===== config.mk =====
export PLATFORM = sky130hd
export DESIGN_NAME = multicycle_controller
export DESIGN_NICKNAME = d
export VERILOG_FILES = /design/src/rtl/multicycle_controller.sv
export SDC_FILE = /design/constraint.sdc
export NUM_CORES = 1
export LEC_CHECK = 0
export BUFFER_PORTS_ARGS = -buffer_cell sky130_fd_sc_hd__buf_2
export CAP_MARGIN = 20
export CORE_MARGIN = 2
export CORE_UTILIZATION = 48
export CTS_BUF_LIST = sky130_fd_sc_hd__clkbuf_2 sky130_fd_sc_hd__clkbuf_4 sky130_fd_sc_hd__clkbuf_8
export DETAILED_ROUTE_END_ITERATION = 8
export PLACE_DENSITY = 0.79
export SLEW_MARGIN = 10
export SYNTH_ARGS = -nofsm -noshare
export SYNTH_HDL_FRONTEND = slang
export SYNTH_SLANG_ARGS = --single-unit

===== constraint.sdc =====
create_clock -name clock -period 1.7 [get_ports clock]
set_input_delay 0.17 -clock clock [delete_from_list [all_inputs] [get_ports clock]]
set_output_delay 0.17 -clock clock [all_outputs]
set_load 0.05 [all_outputs]

===== src/rtl/multicycle_controller.sv =====
// Control FSM for a multicycle RV32I core (lw, sw, R-type, I-type ALU, beq, jal)
// sharing one memory port for instruction and data, with a retired-instruction counter.
module multicycle_controller #(
  parameter int COUNT_WIDTH = 32
) (
  input  logic                   clock,
  input  logic                   reset,
  input  logic [6:0]             opcode,
  input  logic [2:0]             funct3,
  input  logic                   funct7b5,
  input  logic                   zero,
  input  logic                   mem_ready,
  output logic                   mem_request,
  output logic                   mem_write,
  output logic                   address_select,
  output logic                   PC_write,
  output logic                   IR_write,
  output logic                   reg_write,
  output logic [1:0]             ALU_src_A,
  output logic [1:0]             ALU_src_B,
  output logic [2:0]             ALU_control,
  output logic [1:0]             immediate_select,
  output logic [1:0]             result_select,
  output logic                   retired,
  output logic [COUNT_WIDTH-1:0] retired_count,
  output logic                   trap,
  output logic [3:0]             dbg_state
);

  // Memory handshake: mem_request stays high until the cycle mem_ready is
  // sampled high; that cycle completes the access. mem_ready is ignored
  // whenever mem_request is low.

  typedef enum logic [3:0] {
    S_FETCH, S_DECODE, S_MEMADR, S_MEMREAD, S_MEMWB, S_MEMWRITE,
    S_EXECUTER, S_EXECUTEI, S_ALUWB, S_BEQ, S_JAL, S_ERROR
  } state_t;

  localparam logic [6:0] OP_LOAD  = 7'b0000011;
  localparam logic [6:0] OP_STORE = 7'b0100011;
  localparam logic [6:0] OP_RTYPE = 7'b0110011;
  localparam logic [6:0] OP_ITYPE = 7'b0010011;
  localparam logic [6:0] OP_BEQ   = 7'b1100011;
  localparam logic [6:0] OP_JAL   = 7'b1101111;

  state_t                 r_state;
  state_t                 w_next_state;
  logic [COUNT_WIDTH-1:0] r_count;
  logic [1:0]             w_alu_op;
  logic [2:0]             w_alu_funct;
  logic [1:0]             w_imm_sel;
  logic                   w_funct3_ok;

  assign dbg_state     = r_state;
  assign retired_count = r_count;

  always_ff @(posedge clock or negedge reset) begin
    if (!reset) begin
      r_state <= S_FETCH;
      r_count <= '0;
    end else begin
      r_state <= w_next_state;
      if (retired) r_count <= r_count + {{(COUNT_WIDTH-1){1'b0}}, 1'b1};
    end
  end

  // IR is stable after FETCH, so the immediate class decoded from it holds
  // for every later state of the instruction.
  always_comb begin
    w_imm_sel = 2'b00;
    case (opcode)
      OP_STORE: w_imm_sel = 2'b01;
      OP_BEQ:   w_imm_sel = 2'b10;
      OP_JAL:   w_imm_sel = 2'b11;
      default:  w_imm_sel = 2'b00;
    endcase
  end

  always_comb begin
    w_funct3_ok = 1'b0;
    w_alu_funct = 3'b000;
    case (funct3)
      3'b000: begin
        w_funct3_ok = 1'b1;
        w_alu_funct = (opcode[5] && funct7b5) ? 3'b001 : 3'b000;
      end
      3'b010: begin w_funct3_ok = 1'b1; w_alu_funct = 3'b101; end
      3'b110: begin w_funct3_ok = 1'b1; w_alu_funct = 3'b011; end
      3'b111: begin w_funct3_ok = 1'b1; w_alu_funct = 3'b010; end
      default: begin w_funct3_ok = 1'b0; w_alu_funct = 3'b000; end
    endcase
  end

  always_comb begin
    w_next_state     = r_state;
    mem_request      = 1'b0;
    mem_write        = 1'b0;
    address_select   = 1'b0;
    PC_write         = 1'b0;
    IR_write         = 1'b0;
    reg_write        = 1'b0;
    ALU_src_A        = 2'b00;
    ALU_src_B        = 2'b00;
    w_alu_op         = 2'b00;
    immediate_select = 2'b00;
    result_select    = 2'b00;
    retired          = 1'b0;
    trap             = 1'b0;
    ALU_control      = 3'b000;

    case (r_state)
      S_FETCH: begin
        mem_request   = 1'b1;
        ALU_src_B     = 2'b10;
        result_select = 2'b10;
        if (mem_ready) begin
          IR_write     = 1'b1;
          PC_write     = 1'b1;
          w_next_state = S_DECODE;
        end
      end
      S_DECODE: begin
        ALU_src_A        = 2'b01;
        ALU_src_B        = 2'b01;
        immediate_select = w_imm_sel;
        case (opcode)
          OP_LOAD, OP_STORE: w_next_state = S_MEMADR;
          OP_RTYPE: w_next_state = w_funct3_ok ? S_EXECUTER : S_ERROR;
          OP_ITYPE: w_next_state = w_funct3_ok ? S_EXECUTEI : S_ERROR;
          OP_BEQ:   w_next_state = S_BEQ;
          OP_JAL:   w_next_state = S_JAL;
          default:  w_next_state = S_ERROR;
        endcase
      end
      S_MEMADR: begin
        ALU_src_A        = 2'b10;
        ALU_src_B        = 2'b01;
        immediate_select = w_imm_sel;
        w_next_state     = opcode[5] ? S_MEMWRITE : S_MEMREAD;
      end
      S_MEMREAD: begin
        mem_request      = 1'b1;
        address_select   = 1'b1;
        immediate_select = w_imm_sel;
        if (mem_ready) w_next_state = S_MEMWB;
      end
      S_MEMWB: begin
        result_select    = 2'b01;
        reg_write        = 1'b1;
        retired          = 1'b1;
        immediate_select = w_imm_sel;
        w_next_state     = S_FETCH;
      end
      S_MEMWRITE: begin
        mem_request      = 1'b1;
        mem_write        = 1'b1;
        address_select   = 1'b1;
        immediate_select = w_imm_sel;
        if (mem_ready) begin
          retired      = 1'b1;
          w_next_state = S_FETCH;
        end
      end
      S_EXECUTER: begin
        ALU_src_A        = 2'b10;
        w_alu_op         = 2'b10;
        immediate_select = w_imm_sel;
        w_next_state     = S_ALUWB;
      end
      S_EXECUTEI: begin
        ALU_src_A        = 2'b10;
        ALU_src_B        = 2'b01;
        w_alu_op         = 2'b10;
        immediate_select = w_imm_sel;
        w_next_state     = S_ALUWB;
      end
      S_ALUWB: begin
        reg_write        = 1'b1;
        retired          = 1'b1;
        immediate_select = w_imm_sel;
        w_next_state     = S_FETCH;
      end
      S_BEQ: begin
        ALU_src_A        = 2'b10;
        w_alu_op         = 2'b01;
        PC_write         = zero;
        retired          = 1'b1;
        immediate_select = w_imm_sel;
        w_next_state     = S_FETCH;
      end
      S_JAL: begin
        ALU_src_A        = 2'b01;
        ALU_src_B        = 2'b10;
        PC_write         = 1'b1;
        immediate_select = w_imm_sel;
        w_next_state     = S_ALUWB;
      end
      S_ERROR: trap = 1'b1;
      default: w_next_state = S_ERROR;
    endcase

    case (w_alu_op)
      2'b01:   ALU_control = 3'b001;
      2'b10:   ALU_control = w_alu_funct;
      default: ALU_control = 3'b000;
    endcase

    // Held reset silences every side effect, including an access in flight.
    if (!reset) begin
      mem_request = 1'b0;
      mem_write   = 1'b0;
      PC_write    = 1'b0;
      IR_write    = 1'b0;
      reg_write   = 1'b0;
      retired     = 1'b0;
      trap        = 1'b0;
    end
  end

endmodule


=== Word level (Yosys, flattened, before mapping) ===
Index checks and enable logic that the tools add are counted.

* Flip-flop bits (word level): 36
* Output and inout bits: 55

* Add/subtract/negate cells: 1
* Eq/ne operators: 25
* Mux-type cells: 34
* Bitwise gates (word level): 1
* Reduce and logical (&&, ||, !) cells: 17

{| class="wikitable"
|+ Operators with widths
! operator !! number
|-
| adder 32 x 1 -> 32 bit (second input constant) || 1
|-
| one-hot mux 4 bit (8 select lines) || 1
|-
| two-way mux 4 bit || 5
|-
| one-hot mux 4 bit (5 select lines) || 1
|-
| equality test 4 x 3 -> 1 bit (second input constant) || 4
|-
| equality test 4 bit (second input constant) || 4
|-
| two-way mux 1 bit || 16
|-
| one-hot mux 2 bit (2 select lines) || 4
|-
| equality test 7 x 6 -> 1 bit (second input constant) || 2
|-
| equality test 7 bit (second input constant) || 2
|-
| one-hot mux 3 bit (4 select lines) || 1
|-
| OR reduction 2 bit || 6
|-
| OR reduction 3 bit || 4
|-
| OR reduction 10 bit || 1
|-
| equality test 4 x 2 -> 1 bit (second input constant) || 2
|-
| OR reduction 4 bit || 2
|-
| equality test 7 x 2 -> 1 bit (second input constant) || 1
|-
| equality test 7 x 5 -> 1 bit (second input constant) || 1
|-
| equality test 3 bit (second input constant) || 2
|-
| != test 2 bit (second input constant) || 3
|-
| one-hot mux 2 bit (3 select lines) || 1
|-
| one-hot mux 3 bit (2 select lines) || 1
|-
| equality test 4 x 1 -> 1 bit (second input constant) || 1
|-
| logical NOT 4 bit || 1
|-
| 11 further kinds || 11
|}

=== Logic depth before layout (Yosys ltp) ===
* Word-level depth: 6
* Mapped depth: 8
* Mapped depth without buffers: 7

=== Worst setup path after synthesis ===
No wires, ideal clock.

* Kind: register -> output
* Start point: reg r_state[0], in the netlist dbg_state[0]
* End point: out IR_write
* Arrival time: 3.201 ns
* Data required time: 1.530 ns
* Slack: -1.671 ns
* Stages on the path, launching flop included: 4
* Cell sequence: dfrtp_1 clkbuf_1 nor4_1 and3_1

* Cells in the longest elaborated chain, start to end: 3

{| class="wikitable"
|+ RTL lines
! what !! line !! text
|-
| start: declaration || 46 || <nowiki>state_t r_state;</nowiki>
|-
| start signal: assignment || 62 || <nowiki>r_state <= w_next_state;</nowiki>
|-
| logical NOT 4 bit || 111 || <nowiki>case (r_state)</nowiki>
|-
| two-way mux 1 bit || 111 ||
|-
| two-way mux 1 bit || 209 || <nowiki>if (!reset) begin</nowiki>
|-
| end: declaration || 17 || <nowiki>output logic IR_write,</nowiki>
|}

No other way between the ends.

=== Final worst setup path ===
* Start point: reg r_state[1], in the netlist dbg_state[1]
* End point: reg r_count[20], in the netlist retired_count[20]

* Cells in the longest elaborated chain, start to end: 4

{| class="wikitable"
|+ RTL lines
! what !! line !! text
|-
| equality test 4 bit or equality test 4 x 3 -> 1 bit (tied branches) || 111 ||
|-
| OR reduction 3 bit (no line) || - ||
|-
| one-hot mux 1 bit (2 select lines) * || 111 ||
|-
| two-way mux 1 bit * || 209 ||
|-
| end signal: assignment || 63 || <nowiki>if (retired) r_count <= r_count + {{(COUNT_WIDTH-1){1'b0}}, 1'b1};</nowiki>
|-
| end: declaration || 48 || <nowiki>logic [COUNT_WIDTH-1:0] r_count;</nowiki>
|}

Mark *: on every way between the ends. The rest lies on a longest branch, timed or not.
A chain may end at the register's enable or synchronous reset.

==> results.txt <==
clk buf depth: 2
H-tree Lvls: 2
worst vdd ir: 1090 uV
CP max FO: 8
total die area: 5080 um2
pre-CTS setup slack: -0.0865 ns
Synth area leaders: dfrtp_1 (41%), xor2_1 (7.7%), xnor2_1 (6.0%), nand2_1 (4.3%), nor2_1 (3.1%)
number of port buffers: 69
first-pass GRT wire length: 11,600 um
Seq cells post-synth: 36
CP Launch Type: flip-flop
clock-pin slew on the worst setup and hold paths: 0.08 ns
Netlist cell types: 49
top-area cell type share of the netlist area: 41.5%
Global Route Usage Sum: 29.0%
final setup margin: -0.374 ns
Via density: 6.43
Post-Synth Simple-Gate Area: 29.9%
initial antenna violation count: 0
Clk Latency, worst-skew pair: 0.30 ns
drt pass-1 iters: 5
I/O pin cnt: 70
Slew @ Worst Pin: 0.650 ns
nets: 391
TritonCTS clock tree: built
max frequency: 482 MHz
status: finished, violations left
start point of the critical path: dbg_state[1]
grt ovf: 0
num rows: 24
clk sinks: 36
vias after detailed routing: 2,741
worst r2r src: dbg_state[1]
Synth warnings: 0
CP endpoint kind: flip-flop
number of synthesized flops with an enable pin: 0
LEAKAGE: 2.04 nW
Tmin final: 2.07 ns
Setup Crit Path Kind: reg -> reg
Initial Util: 49.9%
compound-cell area share of the yosys netlist: 7.83%
CP Data Required Time: 1.89 ns
Synth area leader: dfrtp_1
final period utilization: 122%
RSZ-0062 raised after global routing: true
skew final: 0.00860 ns
most frequent cells in the layout: buf_4 (51), buf_2 (50), buf_6 (32)
layout cells sized above 1: 68.4%
Die Ht: 71.3 um
failing checks: negative setup slack
Mapped Nets: 248
mux cell area share after synthesis: 1.90%
Mean Syn Cell Area: 9.45 um2
First DRT Iteration DRCs: 315
max-cap violations: 0
final WL: 10,700 um
final hold slack: 0.0221 ns
# fillers: 145
Post-Synth XOR/XNOR Area: 13.7%
Antenna Nets Post-Route: 0
die width: 71.3 um
synthesized instance count: 230
gp weighted congestion: 0.841
PwrDens: 1600 nW/um2
largest net degree at the start of global routing: 23
clock buffer count from CTS: 5
HP Class: in -> async
Root Buffer: clkbuf_8
diodes inserted: 0
DRC viols: 0
# setup viols final: 49
mapped cell area: 2170 um2
dpl hpwl: 4470 um
WP data arrival: 2.27 ns
largest family of logic cells by synthesized area: simple AND/OR/NAND/NOR gates
Slew Viols, Final: 0
wire length per cell: 25.0 um
number of global-route vias before repair: 2,339
Max-slew headroom: 56.2%
FFs w/ async S/R, synth: 100%
area grow syn2layout: 86.6%
FF+latch area: 928 um2
Adder-Cell Fraction of Synth Area: 1.73%
commonest non-fill, non-tap cell in the layout: buf_4
Main synth FF type: dfrtp_1
Multi-input gate area: 1750 um2
CORE AREA: 4350 um2
post-synthesis sequential area ratio: 41.5%
final hold vios: 0
[synthesized netlist by cell type, types with 2 or more instances]
master and instances:
nor2_2 4, and4_1 3, a31oi_1 3, and2_1 2, o21ai_0 5, nor4_2 2
a21oi_1 6, xnor2_1 15, nor3_1 8, nand4_2 2, nor3b_1 5, dfrtp_1 36
and3_1 8, nand3_1 6, nor2_1 18, mux2i_1 3, buf_4 2, or4_4 2
inv_1 7, nand2b_1 6, nor2b_1 4, clkbuf_1 5, nand2_1 25, nor4_1 3
xor2_1 19, nand4_1 6, ha_1 3
[logic make-up (layout without fill, tap and decap cells)]
| family | Yosys count | count (layout) |
|---|---|---|
| adder cells (fa/ha/maj) | 3 | 3 |
| multiplexers | 4 | 4 |
| buffers and inverters | 16 | 160 |
| AND/OR/NAND/NOR | 112 | 112 |
| XOR/XNOR | 34 | 34 |
| AO/OA/AOI/OAI | 25 | 25 |
| flip-flops | 36 | 36 |
[final timing paths]
kind	end	slack [ns]	cells after the start
min reg2reg	retired_count[31]	0.50	1
min	dbg_state[1]	0.02	2
max	retired_count[20]	-0.37	5
min in group clock	dbg_state[2]	0.21	3
max in group asynchronous	retired_count[3]	0.78	4
max reg2reg	retired_count[20]	-0.37	5
[power by group]
group          switching [mW]  internal, mW
sequential              0.179         0.983
clock                   0.339         0.346
combinational            2.63          2.00
total                    3.15          3.33
[critical path: stages (launching register included)]
cell and delay [ns]:
dfrtp_4 0.56, buf_6 0.15, nand4b_1 0.21, or4_4 0.64, nor2_4 0.16, xor2_1 0.25
[what timing repair did]
action                                  CTS  global route
endpoints found under the hold margin    14             0
buffers inserted                         11            21
endpoints found under the setup margin   36            47
gates resized for setup                  62            76
hold buffers                              1             0
cloned                                    1             0
pin swaps                                18            23
[registers in the layout (all words and copies together) (netlist names)]
name,count
dbg_state,4
retired_count,32
[area by class of cell]
cell class                      instances  area share (%)
Clock inverter                          1           0.185
Tap cell                               52            1.60
Multi-Input combinational cell        178            43.1
Clock buffer                            7            2.22
Timing Repair Buffer                  145            29.3
Inverter                                7           0.710
Sequential cell                        36            22.9
[routing by layer]
metal / up-vias / part of all wire [%] / GRT usage (%)
li1: 1093 / - / -
met1: 1313 / 34 / 38.8
met2: 243 / 49 / 47.8
met3: 92 / 9.3 / 5.49
met4: 0 / 7.8 / 9.01
met5: - / 0 / 0
[through the flow]
| stage | cell area [um2] | utilization, % | cells | TNS [ns] | total power [mW] |
|---|---|---|---|---|---|
| floorplan | 2480 | - | 230 | -6.36 | 3.37 |
| global placement | 3160 | 72.5 | 387 | -0.0910 | 4.09 |
| detailed placement | 3160 | 72.5 | 387 | -0.662 | 4.12 |
| CTS | 3590 | 82.5 | 408 | -3.63 | 5.36 |
| global route | 4060 | 93.1 | 426 | -10.08 | 6.62 |
| finish | 4060 | 93.1 | 426 | -9.26 | 6.48 |
No activity file was read; power rests on OpenSTA's default activity.
